==> src/rtl/hzd_ctrl_mw_pkg.sv <==
// Shared encodings for the M/W hazard controller: result classes, forward selects,
// Tuse codes and the Tnew lookup used by the stall logic.
package hzd_ctrl_mw_pkg;

  localparam logic [2:0] RES_NW  = 3'd0;
  localparam logic [2:0] RES_ALU = 3'd1;
  localparam logic [2:0] RES_DM  = 3'd2;
  localparam logic [2:0] RES_PC  = 3'd3;
  localparam logic [2:0] RES_MD  = 3'd4;

  localparam logic [1:0] FWD_RF   = 2'd0;
  localparam logic [1:0] FWD_PIPE = 2'd0;
  localparam logic [1:0] FWD_E    = 2'd1;
  localparam logic [1:0] FWD_M    = 2'd2;
  localparam logic [1:0] FWD_W    = 2'd3;

  localparam logic [1:0] USE_D    = 2'd0;
  localparam logic [1:0] USE_E    = 2'd1;
  localparam logic [1:0] USE_M    = 2'd2;
  localparam logic [1:0] USE_NONE = 2'd3;

  localparam logic [1:0] MDOP_NONE = 2'd0;
  localparam logic [1:0] MDOP_MULT = 2'd1;
  localparam logic [1:0] MDOP_DIV  = 2'd2;

  typedef enum logic [1:0] {
    STG_E = 2'd0,
    STG_M = 2'd1,
    STG_W = 2'd2
  } stage_t;

  // Cycles until a result of class res is available, counted from the given stage.
  function automatic logic [1:0] tnew(input logic [2:0] res, input stage_t stg);
    logic [1:0] t;
    t = 2'd0;
    case (stg)
      STG_E: begin
        case (res)
          RES_ALU: t = 2'd1;
          RES_DM:  t = 2'd2;
          RES_MD:  t = 2'd1;
          default: t = 2'd0;
        endcase
      end
      STG_M:   t = (res == RES_DM) ? 2'd1 : 2'd0;
      default: t = 2'd0;
    endcase
    return t;
  endfunction

endpackage

==> src/rtl/hzd_ctrl_mw_md_busy_cnt.sv <==
// Mult/div occupancy counter: loads on an E-stage start while idle, counts down to zero.
module md_busy_cnt
  import hzd_ctrl_mw_pkg::*;
#(
  parameter int MULT_CYC = 5,
  parameter int DIV_CYC  = 10
) (
  input  logic       clk,
  input  logic       rst,
  input  logic       clr,
  input  logic [1:0] mdop,
  output logic       mdbusy
);

  localparam logic [3:0] MULT_LD = 4'(MULT_CYC);
  localparam logic [3:0] DIV_LD  = 4'(DIV_CYC);

  logic [3:0] cnt;

  // A start seen while the counter is running is ignored, not queued.
  always_ff @(posedge clk) begin
    if (!rst || clr) begin
      cnt <= 4'd0;
    end else if (cnt != 4'd0) begin
      cnt <= cnt - 4'd1;
    end else if (mdop == MDOP_MULT) begin
      cnt <= MULT_LD;
    end else if (mdop == MDOP_DIV) begin
      cnt <= DIV_LD;
    end
  end

  assign mdbusy = (cnt != 4'd0);

endmodule

==> src/rtl/hzd_ctrl_mw.sv <==
// Hazard controller for the 5-stage MIPS pipe: owns the M/W tag registers, produces
// the D-stage stall, E-stage bubble clear and every forwarding select.
module hzd_ctrl_mw
  import hzd_ctrl_mw_pkg::*;
#(
  parameter int MULT_CYC = 5,
  parameter int DIV_CYC  = 10
) (
  input  logic       clk,
  input  logic       rst,
  input  logic       DEMWclr,
  input  logic [4:0] ra1D,
  input  logic [4:0] ra2D,
  input  logic [1:0] use1D,
  input  logic [1:0] use2D,
  input  logic       mdD,
  input  logic [4:0] ra1E,
  input  logic [4:0] ra2E,
  input  logic [4:0] waE,
  input  logic [2:0] resE,
  input  logic [1:0] mdopE,
  output logic       stallD,
  output logic       Eclr,
  output logic [1:0] fwd1D,
  output logic [1:0] fwd2D,
  output logic [1:0] fwd1E,
  output logic [1:0] fwd2E,
  output logic       fwd2M,
  output logic [4:0] waM,
  output logic [2:0] resM,
  output logic [4:0] waW,
  output logic [2:0] resW,
  output logic       mdbusy
);

  logic [4:0] ra2M;
  logic       raw_stall;
  logic       md_stall;

  function automatic logic hit(input logic [4:0] r, input logic [4:0] wa, input logic [2:0] res);
    return (r != 5'd0) && (r == wa) && (res != RES_NW);
  endfunction

  function automatic logic need_stall(input logic [4:0] r, input logic [1:0] tuse,
                                      input logic [4:0] wa_e, input logic [2:0] res_e,
                                      input logic [4:0] wa_m, input logic [2:0] res_m);
    return (tuse != USE_NONE) &&
           ((hit(r, wa_e, res_e) && (tnew(res_e, STG_E) > tuse)) ||
            (hit(r, wa_m, res_m) && (tnew(res_m, STG_M) > tuse)));
  endfunction

  // Only a PC result (jal link) is ready in E; DM is never ready in M for D.
  function automatic logic [1:0] sel_d(input logic [4:0] r,
                                       input logic [4:0] wa_e, input logic [2:0] res_e,
                                       input logic [4:0] wa_m, input logic [2:0] res_m,
                                       input logic [4:0] wa_w, input logic [2:0] res_w);
    logic [1:0] s;
    s = FWD_RF;
    if (hit(r, wa_e, res_e) && (res_e == RES_PC)) begin
      s = FWD_E;
    end else if (hit(r, wa_m, res_m) &&
                 ((res_m == RES_ALU) || (res_m == RES_PC) || (res_m == RES_MD))) begin
      s = FWD_M;
    end else if (hit(r, wa_w, res_w)) begin
      s = FWD_W;
    end
    return s;
  endfunction

  function automatic logic [1:0] sel_e(input logic [4:0] r,
                                       input logic [4:0] wa_m, input logic [2:0] res_m,
                                       input logic [4:0] wa_w, input logic [2:0] res_w);
    logic [1:0] s;
    s = FWD_PIPE;
    if (hit(r, wa_m, res_m) && (res_m != RES_DM)) begin
      s = FWD_M;
    end else if (hit(r, wa_w, res_w)) begin
      s = FWD_W;
    end
    return s;
  endfunction

  // M and W advance every cycle regardless of the D-stage stall.
  always_ff @(posedge clk) begin
    if (!rst || DEMWclr) begin
      ra2M <= 5'd0;
      waM  <= 5'd0;
      resM <= RES_NW;
      waW  <= 5'd0;
      resW <= RES_NW;
    end else begin
      ra2M <= ra2E;
      waM  <= waE;
      resM <= resE;
      waW  <= waM;
      resW <= resM;
    end
  end

  md_busy_cnt #(
    .MULT_CYC (MULT_CYC),
    .DIV_CYC  (DIV_CYC)
  ) u_md_busy_cnt (
    .clk    (clk),
    .rst    (rst),
    .clr    (DEMWclr),
    .mdop   (mdopE),
    .mdbusy (mdbusy)
  );

  always_comb begin
    raw_stall = need_stall(ra1D, use1D, waE, resE, waM, resM) ||
                need_stall(ra2D, use2D, waE, resE, waM, resM);
    md_stall  = mdD && (mdbusy || (mdopE != MDOP_NONE));
    stallD    = raw_stall || md_stall;
    Eclr      = stallD;
    fwd1D     = sel_d(ra1D, waE, resE, waM, resM, waW, resW);
    fwd2D     = sel_d(ra2D, waE, resE, waM, resM, waW, resW);
    fwd1E     = sel_e(ra1E, waM, resM, waW, resW);
    fwd2E     = sel_e(ra2E, waM, resM, waW, resW);
    fwd2M     = hit(ra2M, waW, resW);
  end

endmodule

==> config.mk <==
export PLATFORM = sky130hd
export DESIGN_NAME = hzd_ctrl_mw
export DESIGN_NICKNAME = d
export VERILOG_FILES = /design/src/rtl/hzd_ctrl_mw_pkg.sv /design/src/rtl/hzd_ctrl_mw_md_busy_cnt.sv /design/src/rtl/hzd_ctrl_mw.sv
export SDC_FILE = /design/constraint.sdc
export NUM_CORES = 1
export LEC_CHECK = 0
export CAP_MARGIN = 20
export CORE_MARGIN = 3
export CORE_UTILIZATION = 40
export CTS_BUF_LIST = sky130_fd_sc_hd__clkbuf_8
export CTS_CLUSTER_SIZE = 14
export DETAILED_ROUTE_END_ITERATION = 10
export PLACE_DENSITY = 0.81
export SLEW_MARGIN = 15
export SYNTH_ARGS = -nofsm -noshare
export SYNTH_HDL_FRONTEND = slang
export SYNTH_SLANG_ARGS = --single-unit
==> constraint.sdc <==
create_clock -name clk -period 2.3 [get_ports clk]
set_input_delay 0.23 -clock clk [delete_from_list [all_inputs] [get_ports clk]]
set_output_delay 0.23 -clock clk [all_outputs]
set_load 0.02 [all_outputs]
=== After elaboration in Yosys (flattened, before gate mapping) ===
Index checks and enable logic that the tools add are counted.
W data, S select, Z words.

* $add $sub $neg: 1
* Multipliers: 0
* Divide/modulo/power cells: 0
* $lt $le $gt $ge: 4
* Equality and inequality tests: 24
* Shifts and indexed selects: 0
* Multiplexer cells: 15
* Bitwise logic cells: 0
* Reduce and logical (&&, ||, !) cells: 56

{| class="wikitable"
|+ Operators by type and width
! cell !! count
|-
| $eq A5 B5 Y1 || 11
|-
| $logic_and A1 B1 Y1 || 35
|-
| $reduce_bool A5 Y1 || 5
|-
| $mux W2 || 10
|-
| $eq A3 B2 Y1 const B || 4
|-
| $mux W4 || 3
|-
| $reduce_bool A3 Y1 || 4
|-
| $logic_or A1 B1 Y1 || 8
|-
| $eq A3 B1 Y1 const B || 2
|-
| $eq A3 B3 Y1 const B || 2
|-
| $gt A2 B2 Y1 || 3
|-
| $ne A2 B2 Y1 const B || 2
|-
| $pmux W2 S2 || 1
|-
| $reduce_bool A4 Y1 || 1
|-
| $sub A4 B1 Y4 const B || 1
|-
| $ne A3 B2 Y1 const B || 1
|-
| $eq A2 B1 Y1 const B || 1
|-
| $eq A2 B2 Y1 const B || 1
|-
| $gt A1 B2 Y1 || 1
|-
| $reduce_bool A2 Y1 || 1
|-
| $reduce_or A2 Y1 || 1
|-
| $logic_not A1 Y1 || 1
|-
| $mux W1 || 1
|}

* Register bits after elaboration: 25
* Bits in latches: 0
* Bits in writable memories: 0
* ROM bits: 0
* Input port bits: 38
* Output and inout bits: 28
* Memories: 0

=== Depth between registers and ports, before layout ===
Gate-level depths: netlist (run 1).

* Word-level depth: 9
* Mapped depth: 9

=== Cells and area by module ===
Synthesis (run 1) repeated with hierarchy kept, for this count alone.

* Cell total of the unflattened synthesis: 220
* Area, all modules: 1,874.3 um^2

{| class="wikitable"
|+ Modules (own cells, without submodules)
! module !! instances !! cells an instance !! area an instance (um^2) !! sequential area each (um^2)
|-
| hzd_ctrl_mw || 1 || 194 || 1,657.8 || 420.4
|-
| md_busy_cnt || 1 || 26 || 216.5 || 80.1
|}

=== Worst setup path after synthesis (run 1) ===
No wires, ideal clock.

* Path kind: reg2out
* Start point: reg resM[2]
* End point: out stallD
* Arrival time: 1.998 ns
* Data required time: 2.070 ns
* Setup slack: 0.072 ns
* Stages on the path, launching flop included: 8
* Path buffers: 1
* Cells stage by stage: dfxtp_1 nor2_1 nand2_1 ha_1 nor4_1 a22oi_2 o211ai_1 buf_4

* Longest elaborated chain between the ends: 8
* Elaborated cells on any way between the ends: 15
* Classes of those cells: 2 x order compare; 1 x eq/ne; 1 x mux; 11 x reduce/logical

{| class="wikitable"
|+ RTL lines
! element !! RTL line !! text
|-
| start, declared || hzd_ctrl_mw.sv:30 || <nowiki>output logic [2:0] resM,</nowiki>
|-
| start signal, assigned || hzd_ctrl_mw.sv:94 || <nowiki>resM <= resE;</nowiki>
|-
| $eq A3 B2 Y1 || hzd_ctrl_mw_pkg.sv:45 || <nowiki>STG_M: t = (res == RES_DM) ? 2'd1 : 2'd0;</nowiki>
|-
| $mux W1 || hzd_ctrl_mw_pkg.sv:45 ||
|-
| $gt A2 B2 Y1 / $gt A1 B2 Y1 (equally long branches) || hzd_ctrl_mw.sv:49 || <nowiki>(hit(r, wa_m, res_m) && (tnew(res_m, STG_M) > tuse)));</nowiki>
|-
| $logic_and A1 B1 Y1 || hzd_ctrl_mw.sv:49 ||
|-
| $logic_or A1 B1 Y1 || hzd_ctrl_mw.sv:48 || <nowiki>((hit(r, wa_e, res_e) && (tnew(res_e, STG_E) > tuse)) ||</nowiki>
|-
| $logic_and A1 B1 Y1 || hzd_ctrl_mw.sv:47 || <nowiki>return (tuse != USE_NONE) &&</nowiki>
|-
| $logic_or A1 B1 Y1 * || hzd_ctrl_mw.sv:112 || <nowiki>raw_stall = need_stall(ra1D, use1D, waE, resE, waM, resM) ||</nowiki>
|-
| $logic_or A1 B1 Y1 * || hzd_ctrl_mw.sv:115 || <nowiki>stallD = raw_stall || md_stall;</nowiki>
|-
| end, declared || hzd_ctrl_mw.sv:22 || <nowiki>output logic stallD,</nowiki>
|}

Mark *: on every way between the ends. The rest lies on a longest branch, timed or not.

=== Final worst setup path (run 1) ===
* Start point: in ra1D[1]
* End point: out fwd1D[1]

* Longest elaborated chain between the ends: 6
* Elaborated cells on any way between the ends: 15
* Classes of those cells: 3 x eq/ne; 3 x mux; 9 x reduce/logical

{| class="wikitable"
|+ RTL lines
! element !! RTL line !! text
|-
| start, declared || hzd_ctrl_mw.sv:12 || <nowiki>input logic [4:0] ra1D,</nowiki>
|-
| $eq A5 B5 Y1 / $reduce_bool A5 Y1 (equally long branches) || hzd_ctrl_mw.sv:41 || <nowiki>return (r != 5'd0) && (r == wa) && (res != RES_NW);</nowiki>
|-
| $logic_and A1 B1 Y1 (2 in series) || hzd_ctrl_mw.sv:41 ||
|-
| $mux W2 / $logic_and A1 B1 Y1 (equally long branches) || hzd_ctrl_mw.sv:64, hzd_ctrl_mw.sv:61 ||
|-
| $mux W2 || hzd_ctrl_mw.sv:61 || <nowiki>end else if (hit(r, wa_m, res_m) &&</nowiki>
|-
| $mux W2 * || hzd_ctrl_mw.sv:59 || <nowiki>if (hit(r, wa_e, res_e) && (res_e == RES_PC)) begin</nowiki>
|-
| end, declared || hzd_ctrl_mw.sv:24 || <nowiki>output logic [1:0] fwd1D,</nowiki>
|}

Marks and branches as above.

==> flow_metrics.tcl, run 1 <==
set metrics [dict create \
    outcome "finished, final reports clean" \
    ir_drop_v 0.000224 \
    crit_required_ns 2.07 \
    io_pins 66 \
    area_growth_syn_to_layout_pct 59.5 \
    place.gp.congestion 0.862 \
    grt_usage 0.207 \
    reg2reg_slack_ns 0.81 \
    ys_ff_latch 25 \
    p_comb_frac 0.366 \
    clkPwrFrac 0.225 \
    fin_skew_ns 0.000730 \
    synthDistinctLibCells 41 \
    worstReg2RegEnd "u_md_busy_cnt.cnt[2]" \
    synth_area_leaders "dfxtp_1 27%, xnor2_1 17%, xor2_1 9.0%, and2_1 7.5%, ha_1 4.8%" \
    min-delay-path-class "input pin to flop" \
    synth-edff-count 0 \
    ys_seq_area_frac 0.272 \
    crit_start "ra1D[1]" \
    finalMaxSlewViolations 0 \
    n_antenna_cell 0 \
    synth_common_cells "35 x xnor2_1, 25 x dfxtp_1, 22 x and2_1, 19 x xor2_1, 13 x nand2_1" \
    vias_per_cell 5.11 \
    vias 1906 \
    cts.reportedPaths.clkPinSlew_ns 0.09 \
    fin_crit_sh 0.959 \
    avgSynthCellArea_sq_um 8.36 \
    final-seq-area_sq_um 500 \
    worstMarginPinSlew_ns 0.511 \
    cap_viol_max_count 0 \
    die_width_um 73.8 \
    switching_share 0.298 \
    criticalPathCategory "input pin to output port" \
    cts_buffers 3 \
    nFillCells 361 \
    syn_area_sq_um 1840 \
    grt_pass1_vias 1951 \
    drive_gt1_frac 0.206 \
    drt_iter0_markers 69 \
    cts_tree "yes" \
    leakage_nw 1.25 \
    hpwlAfterDp_um 4410 \
    synth_top_area_cell "dfxtp_1" \
    synth_top_area_frac 0.272 \
    ys_warn_count 0 \
    start_util 0.420 \
    synthArstFlopShare 0 \
    synthCells 220 \
    drtPass1Iterations 4 \
    grt_max_degree 15 \
    p_switching_mw 0.341 \
    cp_max_fo 4 \
    seq_power_share 0.408 \
    portBuffers 65 \
    tns_ns 0 \
    reg2reg_from "u_md_busy_cnt.cnt[0]" \
    core_sq_um 4380 \
    cp-end-kind "output port" \
    worstRegToRegCells 8 \
    crit_path_start_kind "input pin" \
    grt_first_pass_wirelength_um 8860 \
    cts_buffer_depth 2 \
    setup_viol 0 \
    critical_path.endpoint "fwd1D[1]" \
    drtAntennaViolNets 0 \
    ys.flop_type "dfxtp_1" \
    fin_util 0.669 \
    period_needed_ns 2.21 \
    dieArea_sq_um 5450 \
    multiInputGateArea_sq_um 1320 \
    yosysMostFrequentCell "xnor2_1" \
    rows 24 \
    critPathArrivalTime_ns 1.98 \
    wl_um 5360 \
    final_hold_viol_count 0 \
    power.density_nw_per_um2 389 \
    fmax_ghz 0.453 \
    drt_drc_violations_left 0 \
    root_buffer "clkbuf_8" \
    cts_hold_buffers 0 \
    intPower_mw 0.801 \
    grt_overflow 0 \
    antenna_found_initial 0 \
    rsz0062_at_grt "no" \
    relSlewSlack 0.659 \
    h-tree-depth 1 \
    cts.sinks 25 \
    clock_latency_ns 0.27 \
    synth.net_count 265 \
    die_h_um 73.8 \
    final_nets 367 \
    routedWlPerCell_um 14.4 \
]
==> layout make-up <==
class | instances | area share
inverter | 6 | 0.00768
multi-input combinational | 176 | 0.449
clock inverter | 1 | 0.00128
timing repair buffer | 110 | 0.336
sequential | 25 | 0.171
clock buffer | 3 | 0.0141
tap | 52 | 0.0222
==> metrics by stage <==
stage,cells,total power [mW],hold WS (ns),instance area (sq um),setup WS [ns]
final,373,1.14,0.355,2930,0.0948
after global routing,373,1.21,0.363,2930,0.0130
after CTS,372,1.14,0.530,2890,0.00542
after detailed placement,368,0.880,0.549,2830,-0.542
after global placement,368,0.867,0.537,2830,-0.390
after floorplan,220,0.663,0.352,1840,0.0724
==> state kept, by name, indices dropped and copies added (netlist names) <==
| name | flops |
|---|---|
| resM | 3 |
| ra2M | 5 |
| waM | 5 |
| waW | 5 |
| resW | 3 |
| u_md_busy_cnt.cnt | 4 |
==> power groups by stage <==
stage               combinational, mW  clock, mW  sequential [mW]
finish                          0.418      0.257            0.466
global route                    0.456      0.281            0.469
CTS                             0.410      0.263            0.465
detailed placement              0.404          0            0.475
global placement                0.393          0            0.474
floorplan                       0.183          0            0.480
==> what timing repair did <==
| item | in CTS | in global routing |
|---|---|---|
| setup endpoints to repair | 10 | 7 |
| gates resized for setup | 30 | 14 |
| cloned | 0 | 0 |
| pin swaps | 2 | 3 |
| buffers inserted | 0 | 1 |
==> critical path, stage by stage <==
cell and delay [ns]:
clkdlybuf4s50_1 0.54, and2b_1 0.23, nor4_2 0.30, nor2b_1 0.23, o21a_1 0.14, clkdlybuf4s15_1 0.31
==> placed cells by master, fill, tap and decap left out, types with 2 or more instances in the layout <==
cell type        count
nor4_2               4
a21oi_1              6
dlymetal6s2s_1       5
o21ai_1              2
clkbuf_8             3
xor2_1              19
nand3_1              2
or3_1                4
nand2_1             13
nor4_1               6
nand2b_1             4
and2_1              22
inv_1                7
a22oi_1              2
nor3_1               9
nor2b_1              7
dfxtp_1             25
clkdlybuf4s50_1     47
buf_4               47
a211oi_1             2
nand4_1              9
nor2_1               6
xnor2_1             35
clkdlybuf4s15_2      2
ha_1                 6
dlygate4sd2_1        7
==> how the worst min path moves through the flow <==
stage                                    start                    to  cells past startpoint
after floorplan                        ra2E[0]               ra2M[0]                      1
after global placement    u_md_busy_cnt.cnt[3]  u_md_busy_cnt.cnt[3]                      2
after detailed placement  u_md_busy_cnt.cnt[3]  u_md_busy_cnt.cnt[3]                      2
after CTS                              resE[2]               resM[2]                      3
after global routing                   resE[1]               resM[1]                      3
final                                  resE[1]               resM[1]                      3
==> routing by layer <==
layer,wire [um],track usage
met5,0,0
met4,72,0.0523
met2,2740,0.376
met1,2370,0.254
met3,179,0.0287
==> logic make-up after synthesis <==
logic type,Yosys count,synth area share
and+or+nand+nor,94,0.298
buffers and inverters,19,0.0429
AOI/OAI and AO/OA,19,0.0707
xor gates and xnor gates,54,0.257
adders and majority gates,7,0.0476
DFF,25,0.272
muxes,2,0.0116
Note: power is estimated with default switching activity, not from simulation.
==> inputs of run 2 (changes only) <==
--- a/config.mk
+++ b/config.mk
@@ -11,7 +11,8 @@
 export CTS_BUF_LIST = sky130_fd_sc_hd__clkbuf_8
 export CTS_CLUSTER_SIZE = 14
 export DETAILED_ROUTE_END_ITERATION = 10
-export PLACE_DENSITY = 0.81
+export PLACE_DENSITY_LB_ADDON = 0.15
+export SKIP_CTS_REPAIR_TIMING = 1
 export SLEW_MARGIN = 15
 export SYNTH_ARGS = -nofsm -noshare
 export SYNTH_HDL_FRONTEND = slang
==> run 2 against run 1 <==
  * Via count is 1.6% lower
  * Hold slack worse by 0.025 ns
  * Sequential share of layout area is 0.13 points lower
  * First-iteration DRC count is 32% lower
  * Die area stayed put
  * Clock-buffer cell count stayed put
  * Largest cell class unchanged
==> flow_metrics.tcl, run 2 (synthesized netlist as in run 1, its figures left out) <==
set metrics [dict create \
    outcome "finished, final reports clean" \
    drt_iter0_markers 47 \
    area_growth_syn_to_layout_pct 61.6 \
    power.density_nw_per_um2 387 \
    crit_required_ns 2.07 \
    cts_buffer_depth 2 \
    cp_max_fo 4 \
    cts_tree "yes" \
    die_h_um 73.8 \
    portBuffers 65 \
    drtPass1Iterations 4 \
    start_util 0.420 \
    relSlewSlack 0.684 \
    h-tree-depth 1 \
    worstReg2RegEnd "u_md_busy_cnt.cnt[2]" \
    root_buffer "clkbuf_8" \
    mostFrequentLayoutCells "48 x clkdlybuf4s50_1, 48 x buf_4, 35 x xnor2_1, 23 x dfxtp_1, 22 x and2_1" \
    grt_pass1_vias 1797 \
    cts_buffers 3 \
    criticalPathCategory "input pin to output port" \
    final_nets 369 \
    wl_um 5180 \
    vias_per_cell 5.00 \
    worstMarginPinSlew_ns 0.471 \
    ir_drop_v 0.000200 \
    drive_gt1_frac 0.214 \
    finalMaxSlewViolations 0 \
    post_dp_cell_area_sq_um 2840 \
    cts.sinks 25 \
    largestRegisters "ra2M x5, waM x5, waW x5" \
    clock_latency_ns 0.27 \
    multiInputGateArea_sq_um 1310 \
    critPathArrivalTime_ns 1.97 \
    die_width_um 73.8 \
    grt_max_degree 22 \
    cp-end-kind "output port" \
    n_antenna_cell 0 \
    final_area_sq_um 2970 \
    setup_viol 0 \
    cap_viol_max_count 0 \
    leakage_nw 1.36 \
    core_sq_um 4380 \
    io_pins 66 \
    antenna_found_initial 0 \
    hpwlAfterDp_um 4180 \
    grt_first_pass_wirelength_um 8270 \
    final_hold_viol_count 0 \
    crit_path_start_kind "input pin" \
    min-delay-path-class "input pin to flop" \
    dpl.cell_count 370 \
    routedWlPerCell_um 13.8 \
    period_needed_ns 2.20 \
    grt_usage 0.194 \
    grt_overflow 0 \
    fmax_ghz 0.455 \
    rows 24 \
    cts.reportedPaths.clkPinSlew_ns 0.09 \
    worstRegToRegCells 8 \
    place.gp.congestion 0.787 \
    drt_drc_violations_left 0 \
    dieArea_sq_um 5450 \
    vias 1876 \
    finalPower_mw 1.15 \
    fin_skew_ns 0.00108 \
    reg2reg_slack_ns 0.85 \
    fin_cells 375 \
    reg2reg_from "u_md_busy_cnt.cnt[0]" \
    nFillCells 382 \
    drtAntennaViolNets 0 \
    critical_path.endpoint "Eclr" \
    fin_crit_sh 0.956 \
    final-seq-area_sq_um 503 \
    crit_start "ra2D[0]" \
]
## run 2: stage by stage
stage               hold slack [ns]  utilization  setup WS [ns]  setup TNS, ns
global route                  0.365        0.678       -0.00725       -0.00725
detailed placement            0.541        0.649         -0.448          -2.11
finish                        0.330        0.678          0.100              0
CTS                           0.554        0.660         -0.460          -2.36
global placement              0.533        0.649         -0.428          -1.99
floorplan                     0.352            -         0.0724              0
## run 2: how the worst min path moves through the flow
stage / end / depth (start not counted) / start
6_report: resM[1] / 3 / resE[1]
3_3_place_gp: waW[1] / 1 / waM[1]
5_1_grt: resM[1] / 3 / resE[1]
4_1_cts: waW[1] / 1 / waM[1]
2_1_floorplan: ra2M[0] / 1 / ra2E[0]
3_5_place_dp: waW[1] / 1 / waM[1]
## run 2: layer usage
| layer | up-vias | track usage | share of wire |
|---|---|---|---|
| met5 | - | 0 | 0 |
| met4 | 0 | 0.0624 | 0.015 |
| met3 | 8 | 0.0260 | 0.040 |
| met2 | 42 | 0.314 | 0.50 |
| met1 | 867 | 0.264 | 0.45 |
| li1 | 959 | - | - |
## run 2: layout make-up
cell class                      instances  share of cell area
Sequential cell                        25               0.169
Clock inverter                          1             0.00253
Inverter                                6             0.00758
Clock buffer                            3              0.0139
Tap cell                               52              0.0219
Multi-Input combinational cell        176               0.442
Timing Repair Buffer                  112               0.343
## run 2: power breakdown
group,switching [mW],internal (mW),leakage [nW]
sequential,0.0157,0.451,0.205
clock,0.147,0.123,0.0217
combinational,0.183,0.232,1.14
## run 2: critical path, stage by stage
cell and delay (ns):
clkdlybuf4s50_1 0.65, xnor2_1 0.16, nand4_1 0.11, nor3_1 0.32, a22oi_2 0.09, o211ai_1 0.22
buf_2 0.20
